**src/rtl/hakutpu_alu_pkg.sv**
```systemverilog
// Shared constants and vector types for the FP16 ALU array and its result path.
package hakutpu_alu_pkg;
  localparam int ALU_LANES   = 16;
  localparam int FP16_W      = 16;
  localparam int ALU_LATENCY = 5;

  typedef logic [FP16_W-1:0] fp16_t;
  typedef fp16_t [0:ALU_LANES-1] alu_vec_t;
endpackage

```
**src/rtl/alu_tag_delay.sv**
```systemverilog
// {valid, tag} shift register that tracks each granted issue through the fixed-latency ALU.
module alu_tag_delay #(
  parameter int LAT   = 5,
  parameter int TAG_W = 4
) (
  input  logic             clk,
  input  logic             rst,
  input  logic             in_valid,
  input  logic [TAG_W-1:0] in_tag,
  output logic             out_valid,
  output logic [TAG_W-1:0] out_tag
);
  logic [LAT-1:0]   vld_q, vld_d;
  logic [TAG_W-1:0] tag_q [LAT];
  logic [TAG_W-1:0] tag_d [LAT];

  always_comb begin
    vld_d    = '0;
    vld_d[0] = in_valid;
    for (int i = 0; i < LAT; i++) tag_d[i] = '0;
    tag_d[0] = in_tag;
    for (int i = 1; i < LAT; i++) begin
      vld_d[i] = vld_q[i-1];
      tag_d[i] = tag_q[i-1];
    end
  end

  always_ff @(posedge clk) begin
    if (!rst) begin
      vld_q <= '0;
      for (int i = 0; i < LAT; i++) tag_q[i] <= '0;
    end else begin
      vld_q <= vld_d;
      tag_q <= tag_d;
    end
  end

  assign out_valid = vld_q[LAT-1];
  assign out_tag   = tag_q[LAT-1];
endmodule

```
**src/rtl/alu_result_fifo.sv**
```systemverilog
// Issue-credit controller and show-ahead result FIFO behind the FP16 ALU array.
// Optional per-issue tag path enabled by defining ALU_RESULT_FIFO_TAG_EN.
module alu_result_fifo
  import hakutpu_alu_pkg::*;
#(
  parameter int DEPTH   = 8,
  parameter int LANES   = ALU_LANES,
  parameter int WIDTH   = FP16_W,
  parameter int ALU_LAT = ALU_LATENCY,
  parameter int TAG_W   = 4
) (
  input  logic                     clk,
  input  logic                     rst,
  input  logic                     issue_req,
  input  logic [TAG_W-1:0]         issue_tag,
  output logic                     issue_grant,
  input  logic                     alu_out_valid,
  input  logic [LANES*WIDTH-1:0]   alu_out,
  output logic                     res_valid,
  input  logic                     res_ready,
  output logic [LANES*WIDTH-1:0]   res_data,
  output logic [TAG_W-1:0]         res_tag,
  output logic [$clog2(DEPTH):0]   count,
  output logic [$clog2(DEPTH):0]   in_flight,
  output logic                     err_unexp,
  output logic                     err_sync
);
  localparam int PW = $clog2(DEPTH);
  localparam int CW = PW + 1;
  localparam int DW = LANES * WIDTH;
  localparam logic [CW:0]   DEPTH_S = (CW+1)'(DEPTH);
  localparam logic [CW-1:0] DEPTH_C = CW'(DEPTH);

  logic [PW-1:0] wr_ptr_q, wr_ptr_d, rd_ptr_q, rd_ptr_d;
  logic [CW-1:0] count_q, count_d, in_flight_q, in_flight_d;
  logic          err_unexp_q, err_unexp_d, err_sync_q, err_sync_d;
  logic [DW-1:0] mem_q [DEPTH];
  logic [CW:0]   credit_used;
  logic          push, pop, full, dly_valid;

  // Credit counts both stored and in-flight results so the ALU never returns into a full FIFO.
  assign credit_used = {1'b0, count_q} + {1'b0, in_flight_q};
  assign issue_grant = rst && issue_req && (credit_used < DEPTH_S);

  // Consumer handshake: a beat transfers on any cycle where res_valid && res_ready;
  // res_valid never depends on res_ready, and the head stays stable until taken.
  assign full      = (count_q == DEPTH_C);
  assign res_valid = (count_q != '0);
  assign pop       = res_valid && res_ready;
  assign push      = alu_out_valid && (!full || pop);

`ifdef ALU_RESULT_FIFO_TAG_EN
  logic [TAG_W-1:0] dly_tag;
  logic [TAG_W-1:0] tag_mem_q [DEPTH];

  alu_tag_delay #(.LAT(ALU_LAT), .TAG_W(TAG_W)) u_tag_delay (
    .clk(clk), .rst(rst), .in_valid(issue_grant), .in_tag(issue_tag),
    .out_valid(dly_valid), .out_tag(dly_tag)
  );

  always_ff @(posedge clk) begin
    if (push) tag_mem_q[wr_ptr_q] <= dly_tag;
  end

  assign res_tag = tag_mem_q[rd_ptr_q];
`else
  logic dly_tag_unused;
  logic tag_unused;

  alu_tag_delay #(.LAT(ALU_LAT), .TAG_W(1)) u_tag_delay (
    .clk(clk), .rst(rst), .in_valid(issue_grant), .in_tag(1'b0),
    .out_valid(dly_valid), .out_tag(dly_tag_unused)
  );

  assign tag_unused = ^issue_tag;
  assign res_tag    = '0;
`endif

  always_comb begin
    wr_ptr_d    = wr_ptr_q;
    rd_ptr_d    = rd_ptr_q;
    count_d     = count_q;
    in_flight_d = in_flight_q;
    err_unexp_d = err_unexp_q;
    err_sync_d  = err_sync_q;
    if (push) wr_ptr_d = wr_ptr_q + 1'b1;
    if (pop)  rd_ptr_d = rd_ptr_q + 1'b1;
    if (push && !pop)      count_d = count_q + 1'b1;
    else if (pop && !push) count_d = count_q - 1'b1;
    if (issue_grant && !alu_out_valid)
      in_flight_d = in_flight_q + 1'b1;
    else if (!issue_grant && alu_out_valid && (in_flight_q != '0))
      in_flight_d = in_flight_q - 1'b1;
    if (alu_out_valid && (in_flight_q == '0)) err_unexp_d = 1'b1;
    if (alu_out_valid && full && !pop)        err_unexp_d = 1'b1;
    if (dly_valid != alu_out_valid)           err_sync_d  = 1'b1;
  end

  always_ff @(posedge clk) begin
    if (!rst) begin
      wr_ptr_q    <= '0;
      rd_ptr_q    <= '0;
      count_q     <= '0;
      in_flight_q <= '0;
      err_unexp_q <= 1'b0;
      err_sync_q  <= 1'b0;
    end else begin
      wr_ptr_q    <= wr_ptr_d;
      rd_ptr_q    <= rd_ptr_d;
      count_q     <= count_d;
      in_flight_q <= in_flight_d;
      err_unexp_q <= err_unexp_d;
      err_sync_q  <= err_sync_d;
    end
  end

  // Result storage is left unreset; its contents are don't-care until res_valid.
  always_ff @(posedge clk) begin
    if (push) mem_q[wr_ptr_q] <= alu_out;
  end

  assign res_data  = mem_q[rd_ptr_q];
  assign count     = count_q;
  assign in_flight = in_flight_q;
  assign err_unexp = err_unexp_q;
  assign err_sync  = err_sync_q;
endmodule

```
**config.mk**
```make
export PLATFORM = sky130hd
export DESIGN_NAME = alu_result_fifo
export DESIGN_NICKNAME = d
export VERILOG_FILES = /design/src/rtl/hakutpu_alu_pkg.sv /design/src/rtl/alu_tag_delay.sv /design/src/rtl/alu_result_fifo.sv
export SDC_FILE = /design/constraint.sdc
export NUM_CORES = 1
export LEC_CHECK = 0
export CAP_MARGIN = 10
export CELL_PAD_IN_SITES_DETAIL_PLACEMENT = 1
export CELL_PAD_IN_SITES_GLOBAL_PLACEMENT = 1
export CORE_MARGIN = 2
export CORE_UTILIZATION = 49
export CTS_BUF_LIST = sky130_fd_sc_hd__clkbuf_2
export CTS_CLUSTER_SIZE = 40
export DETAILED_ROUTE_END_ITERATION = 10
export GPL_ROUTABILITY_DRIVEN = 0
export GPL_TIMING_DRIVEN = 0
export HOLD_SLACK_MARGIN = 0.06
export PLACE_DENSITY_LB_ADDON = 0.25
export SLEW_MARGIN = 20
export SYNTH_ARGS = -nofsm -noshare
export SYNTH_HDL_FRONTEND = slang
export SYNTH_SLANG_ARGS = --single-unit
```
**constraint.sdc**
```tcl
create_clock -name clk -period 29.3 [get_ports clk]
set_input_delay 8.79 -clock clk [delete_from_list [all_inputs] [get_ports clk]]
set_output_delay 8.79 -clock clk [all_outputs]
set_load 0.02 [all_outputs]
```
-- Yosys cells after proc, flatten, opt, wreduce, memory -nomap -nowiden
Memory sizes are Yosys's and may differ from the RTL's. A register that Yosys moved wholly into a read port is not among the register bits.
Cells that the tools add are included.
- flip-flop bits (word level): 21
- RAM bits: 2048
- bits of input ports: 265
- logic and storage cells: 52
- memories kept: 1
- add/sub/neg operators: 7
- $lt $le $gt $ge: 1
- eq/ne operators: 2
- mux-type cells: 10
- reductions and logical operators: 24
- memory list (name ; words ; bits a word ; read ports ; clocked after Yosys merged registers in ; write ports ; RTL line ; RTL):
    mem_q ; 8 ; 256 ; 1 ; 1 ; 1 ; alu_result_fifo.sv:37 ; logic [DW-1:0] mem_q [DEPTH];
- operators with widths (cell ; number):
    4-bit two-way mux ; 4
    1-bit logical AND ; 12
    4-bit by 1-bit adder with 4-bit output (second input constant) ; 2
    4-bit nonzero test ; 2
    4-bit by 1-bit subtractor with 4-bit output (second input constant) ; 2
    3-bit by 1-bit adder with 3-bit output (second input constant) ; 2
    3-bit two-way mux ; 2
    2-bit nonzero test ; 3
    4-bit by 4-bit adder with 5-bit output ; 1
    1-bit logical NOT ; 5
    5-bit by 4-bit < comparator with 1-bit output (second input constant) ; 1
    4-bit == test (second input constant) ; 1
    4-bit logical NOT ; 1
    1-bit two-way mux ; 4
    1-bit logical OR ; 1
    1-bit inequality test ; 1

-- Depth between registers and ports, before layout
Gate-level depths: netlist of run 1.
- depth after elaboration: 8
- mapped depth: 9
- mapped depth without buffers: 9

-- Hierarchy
A second synthesis of run 1 with hierarchy kept.
- cells, all modules: 3101
- area, all modules: 78237.5 um2
- modules (own cells, without submodules) (module ; instances ; cells each ; area each (um2) ; sequential area each (um2)):
    alu_result_fifo ; 1 ; 3081 ; 77974.8 ; 61879.3
    alu_tag_delay ; 1 ; 20 ; 262.8 ; 200.2

-- Least setup slack after synthesis of run 1
OpenSTA, ideal clock, no wires.
- path type: input to register
- start point: in alu_out_valid
- end point: mem mem_q[0][0] (netlist bit), enable pin
- setup time: 1.187 ns
- arrival time: 26.646 ns
- required time: 28.113 ns
- slack: 1.467 ns
- cell stages on the path: 4
- path buffers: 1
- cell sequence: clkbuf_1 o21a_1 nand2b_1 nor3_1
- word-level cells in the longest chain between the ends: 3
- ends and longest elaborated chain (item ; RTL line ; RTL):
    start: declaration ; alu_result_fifo.sv:17 ; input logic alu_out_valid,
    1-bit logical AND ; alu_result_fifo.sv:50 ; assign push = alu_out_valid && (!full || pop);
    named net push ; alu_result_fifo.sv:39 ; logic push, pop, full, dly_valid;
    1-bit two-way mux ; alu_result_fifo.sv:119 ; if (push) mem_q[wr_ptr_q] <= alu_out;
    1-bit two-way mux (not written as such) ; alu_result_fifo.sv:119 ;
    end: declaration ; alu_result_fifo.sv:37 ;
The timed path passes the listed nets, and every way through them passes these cells.

-- Final worst setup path of run 1
- start point: in rst
- end point: out issue_grant
- word-level cells in the longest chain between the ends: 2
- ends and longest elaborated chain (item ; RTL line ; RTL):
    start: declaration ; alu_result_fifo.sv:13 ; input logic rst,
    1-bit logical AND (2 in series) ; alu_result_fifo.sv:43 ; assign issue_grant = rst && issue_req && (credit_used < DEPTH_S);
    end: declaration ; alu_result_fifo.sv:16 ; output logic issue_grant,
Every way passes these cells.

==> results of run 1 <==
## placed cells by master (no fill, tap or decap), types with 7 or more instances in the layout
| cell | count |
|---|---|
| sky130_fd_sc_hd__nand2b_1 | 8 |
| sky130_fd_sc_hd__buf_2 | 10 |
| sky130_fd_sc_hd__clkdlybuf4s50_1 | 527 |
| sky130_fd_sc_hd__inv_2 | 20 |
| sky130_fd_sc_hd__and2_1 | 10 |
| sky130_fd_sc_hd__clkbuf_2 | 753 |
| sky130_fd_sc_hd__buf_6 | 74 |
| sky130_fd_sc_hd__mux2_2 | 257 |
| sky130_fd_sc_hd__edfxtp_1 | 2048 |
| sky130_fd_sc_hd__dfxtp_1 | 24 |
| sky130_fd_sc_hd__mux4_2 | 512 |
| sky130_fd_sc_hd__diode_2 | 13 |
| sky130_fd_sc_hd__buf_4 | 65 |
| sky130_fd_sc_hd__clkinv_2 | 10 |
| sky130_fd_sc_hd__mux2i_1 | 7 |
| sky130_fd_sc_hd__buf_1 | 39 |
| sky130_fd_sc_hd__ha_1 | 10 |
| sky130_fd_sc_hd__clkbuf_1 | 42 |
| sky130_fd_sc_hd__clkinv_1 | 80 |
| sky130_fd_sc_hd__buf_12 | 50 |
| sky130_fd_sc_hd__buf_16 | 48 |
| sky130_fd_sc_hd__nand2_1 | 12 |
| sky130_fd_sc_hd__bufinv_16 | 7 |
## through the flow
stage | power, µW | hold WS [ns] | instances | cell area (µm²) | utilization, %
after detailed placement | 5680 | 0.426 | 5875 | 89100 | 56.2
after global routing | 7810 | 0.464 | 6753 | 93500 | 59.0
after global placement | 5740 | 0.418 | 5694 | 86000 | 54.3
after CTS | 7580 | 0.451 | 6744 | 93500 | 59.0
after floorplan | 4850 | 0.412 | 3095 | 78100 | -
final | 7460 | 0.447 | 6757 | 93500 | 59.0
## layout make-up
cell class	count	area, µm²
repair buffers	708	8310
fillers	13500	64900
well taps	2072	2590
clock inverters	118	643
flip-flops and latches	2072	62000
multi-input cells	870	15200
diodes	13	32.5
clock buffers	751	3760
inverters	3	11.3
plain buffers	150	991
## registers in the layout (all words and copies together) (netlist names), named ones only
| name | cells |
|---|---|
| rd_ptr_q | 3 |
| wr_ptr_q | 3 |
| err_unexp | 1 |
| u_tag_delay.vld_q | 5 |
| err_sync | 1 |
| mem_q | 2048 |
| in_flight | 4 |
| count | 4 |
## kinds of logic after synthesis
family          Yosys count  share of synthesized area (%)
compound gates           16                          0.130
xor+xnor                  8                         0.0897
fa+ha+maj                12                          0.211
buf+inv                 153                           1.28
flops                  2072                           79.4
mux                     776                           18.6
other cells               1                        0.00480
simple gates             54                          0.370
## power breakdown
group	switching [µW]	internal, µW	total (µW)
logic	1090	1090	2180
registers	33.4	3370	3410
clock network	1140	742	1880
## worst max-delay path, delay by kind of cell
kind | cells | cell delay, ns
buffers and inverters | 3 | 1.39
AND/OR/NAND/NOR | 2 | 0.58
## worst max path at each step
stage                              from       endpoint  slack, ns  depth (start not counted)
after global routing                rst    issue_grant       9.64                          5
after floorplan           alu_out_valid    mem_q[0][0]       1.47                          4
after global placement        res_ready  mem_q[0][137]     -19.08                          5
final                               rst    issue_grant       9.75                          5
after CTS                           rst    issue_grant       9.74                          5
after detailed placement            rst    issue_grant       9.75                          5
## metal layers
layer / global-route usage [%] / routed length (µm) / share of wire (%)
met5: 0 / 419 / 0.22
met3: 9.00 / 17500 / 9.0
met4: 8.02 / 4460 / 2.3
met1: 31.6 / 77200 / 40
met2: 38.4 / 95000 / 49
==> flow_summary.json, run 1 <==
{
  "crit-reg2reg-launch": "count[1]",
  "critPathKind": "in2out",
  "synthArstFlopShare_pct": 0,
  "timing.critical_path.cells": "clkdlybuf4s50_1, nor4bb_1, nand3_1, inv_1, clkdlybuf4s50_1",
  "ctsHtreeMaxLevel": 6,
  "cts_post_setup_buffers_inserted": 0,
  "number_of_register_bits_inferred_by_synthesis": 2072,
  "ys_warn_count": 0,
  "timing_worst_slew_pin_value_ns": 1.18,
  "tns_ns": 0,
  "timing.critical_path.required_ns": 20.51,
  "wl_mm": 195,
  "cts_bufs_inserted": 543,
  "p_leak_uw": 0.0302,
  "hold_end": "u_tag_delay.vld_q[2]",
  "yosys-top-cells-count": "sky130_fd_sc_hd__edfxtp_1, sky130_fd_sc_hd__mux4_2, sky130_fd_sc_hd__mux2_2",
  "detail_route.first_pass.iterations": 7,
  "startpoint_type": "input port",
  "grt.total_usage_pct": 24.4,
  "drv_slew": 0,
  "drt_iter0_markers": 2886,
  "finalSetupViolations": 0,
  "worst-path-max-fanout": 9,
  "syn_to_final_growth_pct": 19.7,
  "grt_start_max_net_pins": 21,
  "route.vias.total": 38000,
  "arrival_ns": 10.76,
  "yosys.cell_count.top_type": "sky130_fd_sc_hd__edfxtp_1",
  "fin_skew_ns": 0.149,
  "vias_per_cell": 5.62,
  "power_density_mw_per_mm2": 79.8,
  "clk_pin_slew_worst_setup_hold_paths_ns": 0.08,
  "relSlewSlack_pct": 21.1,
  "holdPathStages": 1,
  "synth-main-ff-cell": "sky130_fd_sc_hd__edfxtp_1",
  "cts_repair_resize_count": 0,
  "hold_path_startpoint": "u_tag_delay.vld_q[1]",
  "root_buf_cell": "sky130_fd_sc_hd__clkbuf_2",
  "seq_area_frac_synth_pct": 79.4,
  "timing.rr.end": "mem_q[0][142]",
  "number_of_antenna_violations_at_the_first_check_in_global_routing": 50,
  "antenna_violating_nets_left": 0,
  "layout_setup_ws_ns": 9.75,
  "floorplan.die.width_um": 403,
  "critical_path.most_common_cell": "sky130_fd_sc_hd__clkdlybuf4s50_1",
  "wl_per_cell_um": 28.8,
  "number_of_sinks_driven_by_the_clock_tree": 2072,
  "clkLatencyLatePin_ns": 1.80,
  "grt_first_pass_wirelength_mm": 286,
  "critical_path.slowest_cell": "sky130_fd_sc_hd__clkdlybuf4s50_1",
  "start_util_pct": 49.3,
  "drcViolationCount": 0,
  "die_y_um": 403,
  "top_level_ports": 537,
  "place.detailed.hpwl_mm": 129,
  "worst-r2r-cell-count": 11,
  "post_synth_design_cell_area_mm2": 0.0781,
  "finalHoldViolations": 0,
  "grt_setup_unrepaired": "false",
  "buffer_ports.inserted": 527,
  "place_ws_ns": 9.75,
  "post_cts_hold_buffer_count": 0,
  "yosys-top-cells-area": "sky130_fd_sc_hd__edfxtp_1, sky130_fd_sc_hd__mux4_2, sky130_fd_sc_hd__mux2_2",
  "critical-path-max-stage-delay_ns": 0.66,
  "netlist_instances": 3092,
  "ff2ff_setup_slack_ns": 25.39,
  "globalRoute.totalOverflow": 0,
  "first_global_vias": 42300,
  "cts_buffer_depth": 4,
  "outcome": "finished, final reports clean",
  "max-cap-violations": 0,
  "layout.nets": 4625,
  "synthDominantAreaCellType": "sky130_fd_sc_hd__edfxtp_1",
  "design.die.area_mm2": 0.163,
  "clock_tree_from_tritoncts": "yes",
  "clock.fmax_mhz": 51.2,
  "drive_gt1_share_pct": 38.9,
  "yosys.cell_types.count": 37,
  "synth_edf_count": 2048,
  "timing.hold.worst.class": "reg2reg",
  "cp_capture_type": "output pin",
  "coreArea_mm2": 0.158,
  "syn_area_per_cell_um2": 25.3,
  "synth_top_area_share_pct": 78.7,
  "rows": 146,
  "worst_ir_drop_vdd_mv": 0.0485,
  "min_period_ns": 19.55,
  "final.period_utilization_pct": 66.7
}
Power figures use the tool's default switching activity.
==> run 2: changes to the inputs <==
--- a/config.mk
+++ b/config.mk
@@ -9,7 +9,7 @@
 export CELL_PAD_IN_SITES_DETAIL_PLACEMENT = 1
 export CELL_PAD_IN_SITES_GLOBAL_PLACEMENT = 1
 export CORE_MARGIN = 2
-export CORE_UTILIZATION = 49
+export CORE_UTILIZATION = 50
 export CTS_BUF_LIST = sky130_fd_sc_hd__clkbuf_2
 export CTS_CLUSTER_SIZE = 40
 export DETAILED_ROUTE_END_ITERATION = 10
==> constraint.sdc (replaced) <==
create_clock -name clk -period 18.4 [get_ports clk]
set_input_delay 5.52 -clock clk [delete_from_list [all_inputs] [get_ports clk]]
set_output_delay 5.52 -clock clk [all_outputs]
set_load 0.02 [all_outputs]
==> run 2 against run 1 <==
- final area is 0.26% higher
- critical path depth did not move
- total power grew 59%
- combinational power up 59%
==> flow_summary.json, run 2 (synthesis results as in run 1) <==
{
  "outcome": "finished, final reports clean",
  "design.die.area_mm2": 0.159,
  "final.period_utilization_pct": 70.7,
  "vias_per_cell": 5.63,
  "clkLatencyLatePin_ns": 1.77,
  "post_cts_hold_buffer_count": 0,
  "timing_worst_slew_pin_value_ns": 1.21,
  "worst-path-max-fanout": 9,
  "syn_to_final_growth_pct": 20.0,
  "clock_tree_from_tritoncts": "yes",
  "die_y_um": 399,
  "critical-path-max-stage-delay_ns": 0.67,
  "cts_buffer_depth": 4,
  "power_density_mw_per_mm2": 127,
  "place_inst": 5832,
  "most-common-layout-cells": "sky130_fd_sc_hd__edfxtp_1, sky130_fd_sc_hd__clkbuf_2, sky130_fd_sc_hd__clkdlybuf4s50_1",
  "cts_post_setup_buffers_inserted": 0,
  "first_global_vias": 42000,
  "arrival_ns": 7.49,
  "p_leak_uw": 0.0302,
  "number_of_antenna_violations_at_the_first_check_in_global_routing": 51,
  "totalPowerFinal_uw": 11900,
  "grt.total_usage_pct": 24.5,
  "clk_pin_slew_worst_setup_hold_paths_ns": 0.09,
  "drt_iter0_markers": 2713,
  "critical_path.slowest_cell": "sky130_fd_sc_hd__clkdlybuf4s50_1",
  "layout.nets": 4593,
  "finalSetupViolations": 0,
  "reg.largest.list": "mem_q x2048, u_tag_delay.vld_q x5",
  "number_of_sinks_driven_by_the_clock_tree": 2072,
  "layout.cells.non_filler": 6737,
  "finish.instance_area_mm2": 0.0938,
  "floorplan.die.width_um": 399,
  "largest-register": "mem_q",
  "coreArea_mm2": 0.156,
  "layout.cells.most_common": "sky130_fd_sc_hd__edfxtp_1",
  "clock.fmax_mhz": 76.8,
  "worst_ir_drop_vdd_mv": 0.0779,
  "largest_register_ffs": 2048,
  "root_buf_cell": "sky130_fd_sc_hd__clkbuf_2",
  "critPathKind": "in2out",
  "drive_gt1_share_pct": 38.6,
  "wl_mm": 193,
  "min_period_ns": 13.01,
  "detail_route.first_pass.iterations": 5,
  "cp_capture_type": "output pin",
  "timing.hold.worst.class": "reg2reg",
  "cts_repair_resize_count": 0,
  "grt_setup_unrepaired": "false",
  "globalRoute.totalOverflow": 0,
  "place.detailed.hpwl_mm": 127,
  "max-cap-violations": 0,
  "relSlewSlack_pct": 19.5,
  "route.vias.total": 37900,
  "top_level_ports": 537,
  "cts_bufs_inserted": 540,
  "timing.critical_path.cells": "clkdlybuf4s50_1, nor4bb_1, nand3_1, inv_1, clkdlybuf4s50_1",
  "drv_slew": 0,
  "grt_start_max_net_pins": 21,
  "postLayoutCoreUtil_pct": 60.2,
  "placed_area_mm2": 0.0892,
  "buffer_ports.inserted": 527,
  "rows": 145,
  "gate_family_responsible_for_the_most_delay_along_the_worst_path": "buffers and inverters",
  "finalHoldViolations": 0,
  "ctsHtreeMaxLevel": 6,
  "wl_per_cell_um": 28.7,
  "antenna_violating_nets_left": 0,
  "fin_skew_ns": 0.178,
  "drcViolationCount": 0,
  "grt_first_pass_wirelength_mm": 281,
  "crit_buf_inv": 3,
  "start_util_pct": 50.2,
  "tns_ns": 0,
  "critical_path.most_common_cell": "sky130_fd_sc_hd__clkdlybuf4s50_1",
  "timing.critical_path.required_ns": 12.88,
  "startpoint_type": "input port"
}
[run 2: worst register-to-register path, stage by stage, from the launching register on]
cell	delay (ns)
sky130_fd_sc_hd__dfxtp_1	0.54
sky130_fd_sc_hd__or3_1	0.24
sky130_fd_sc_hd__o21a_1	0.24
sky130_fd_sc_hd__nand2_1	0.28
sky130_fd_sc_hd__nor3_4	0.70
sky130_fd_sc_hd__buf_8	0.26
sky130_fd_sc_hd__buf_8	0.18
sky130_fd_sc_hd__buf_8	0.17
sky130_fd_sc_hd__buf_8	0.19
sky130_fd_sc_hd__buf_16	0.17
sky130_fd_sc_hd__buf_8	0.17
sky130_fd_sc_hd__buf_8	0.19
[run 2: metrics by stage]
stage / worst slack (ns) / hold slack, ns
detailed placement: 5.37 / 0.423
floorplan: 0.718 / 0.412
CTS: 5.37 / 0.443
finish: 5.39 / 0.436
global placement: -11.89 / 0.415
global route: 5.28 / 0.470
[run 2: report_power, final]
part / internal (µW) / leakage, µW / total, µW / switching (µW)
registers: 5370 / 0.0188 / 5420 / 53.9
clock network: 1190 / 0.00351 / 3000 / 1810
logic: 1740 / 0.00792 / 3470 / 1730
total: 8300 / 0.0302 / 11900 / 3590
[run 2: layout make-up]
type	instances	area, µm²
clock inverters	119	622
clock buffers	767	3840
plain buffers	150	991
diodes	19	47.5
inverters	3	11.3
multi-input cells	870	15200
repair buffers	679	8480
fillers	13200	61900
flip-flops and latches	2072	62000
well taps	2058	2570
[run 2: metal layers]
layer  GRT usage [%]  wire, µm
met5               0       342
met3            7.88     15800
met2            38.9     94900
met1            31.7     76000
met4            9.53      5940
[run 2: final timing paths]
kind,cells after the start,start,endpoint,slack [ns]
worst max register to register,11,count[0],mem_q[1][195],14.64
worst max-delay path,5,rst,issue_grant,5.39
worst min-delay path,1,u_tag_delay.vld_q[0],u_tag_delay.vld_q[1],0.44
worst min register to register,1,u_tag_delay.vld_q[0],u_tag_delay.vld_q[1],0.44
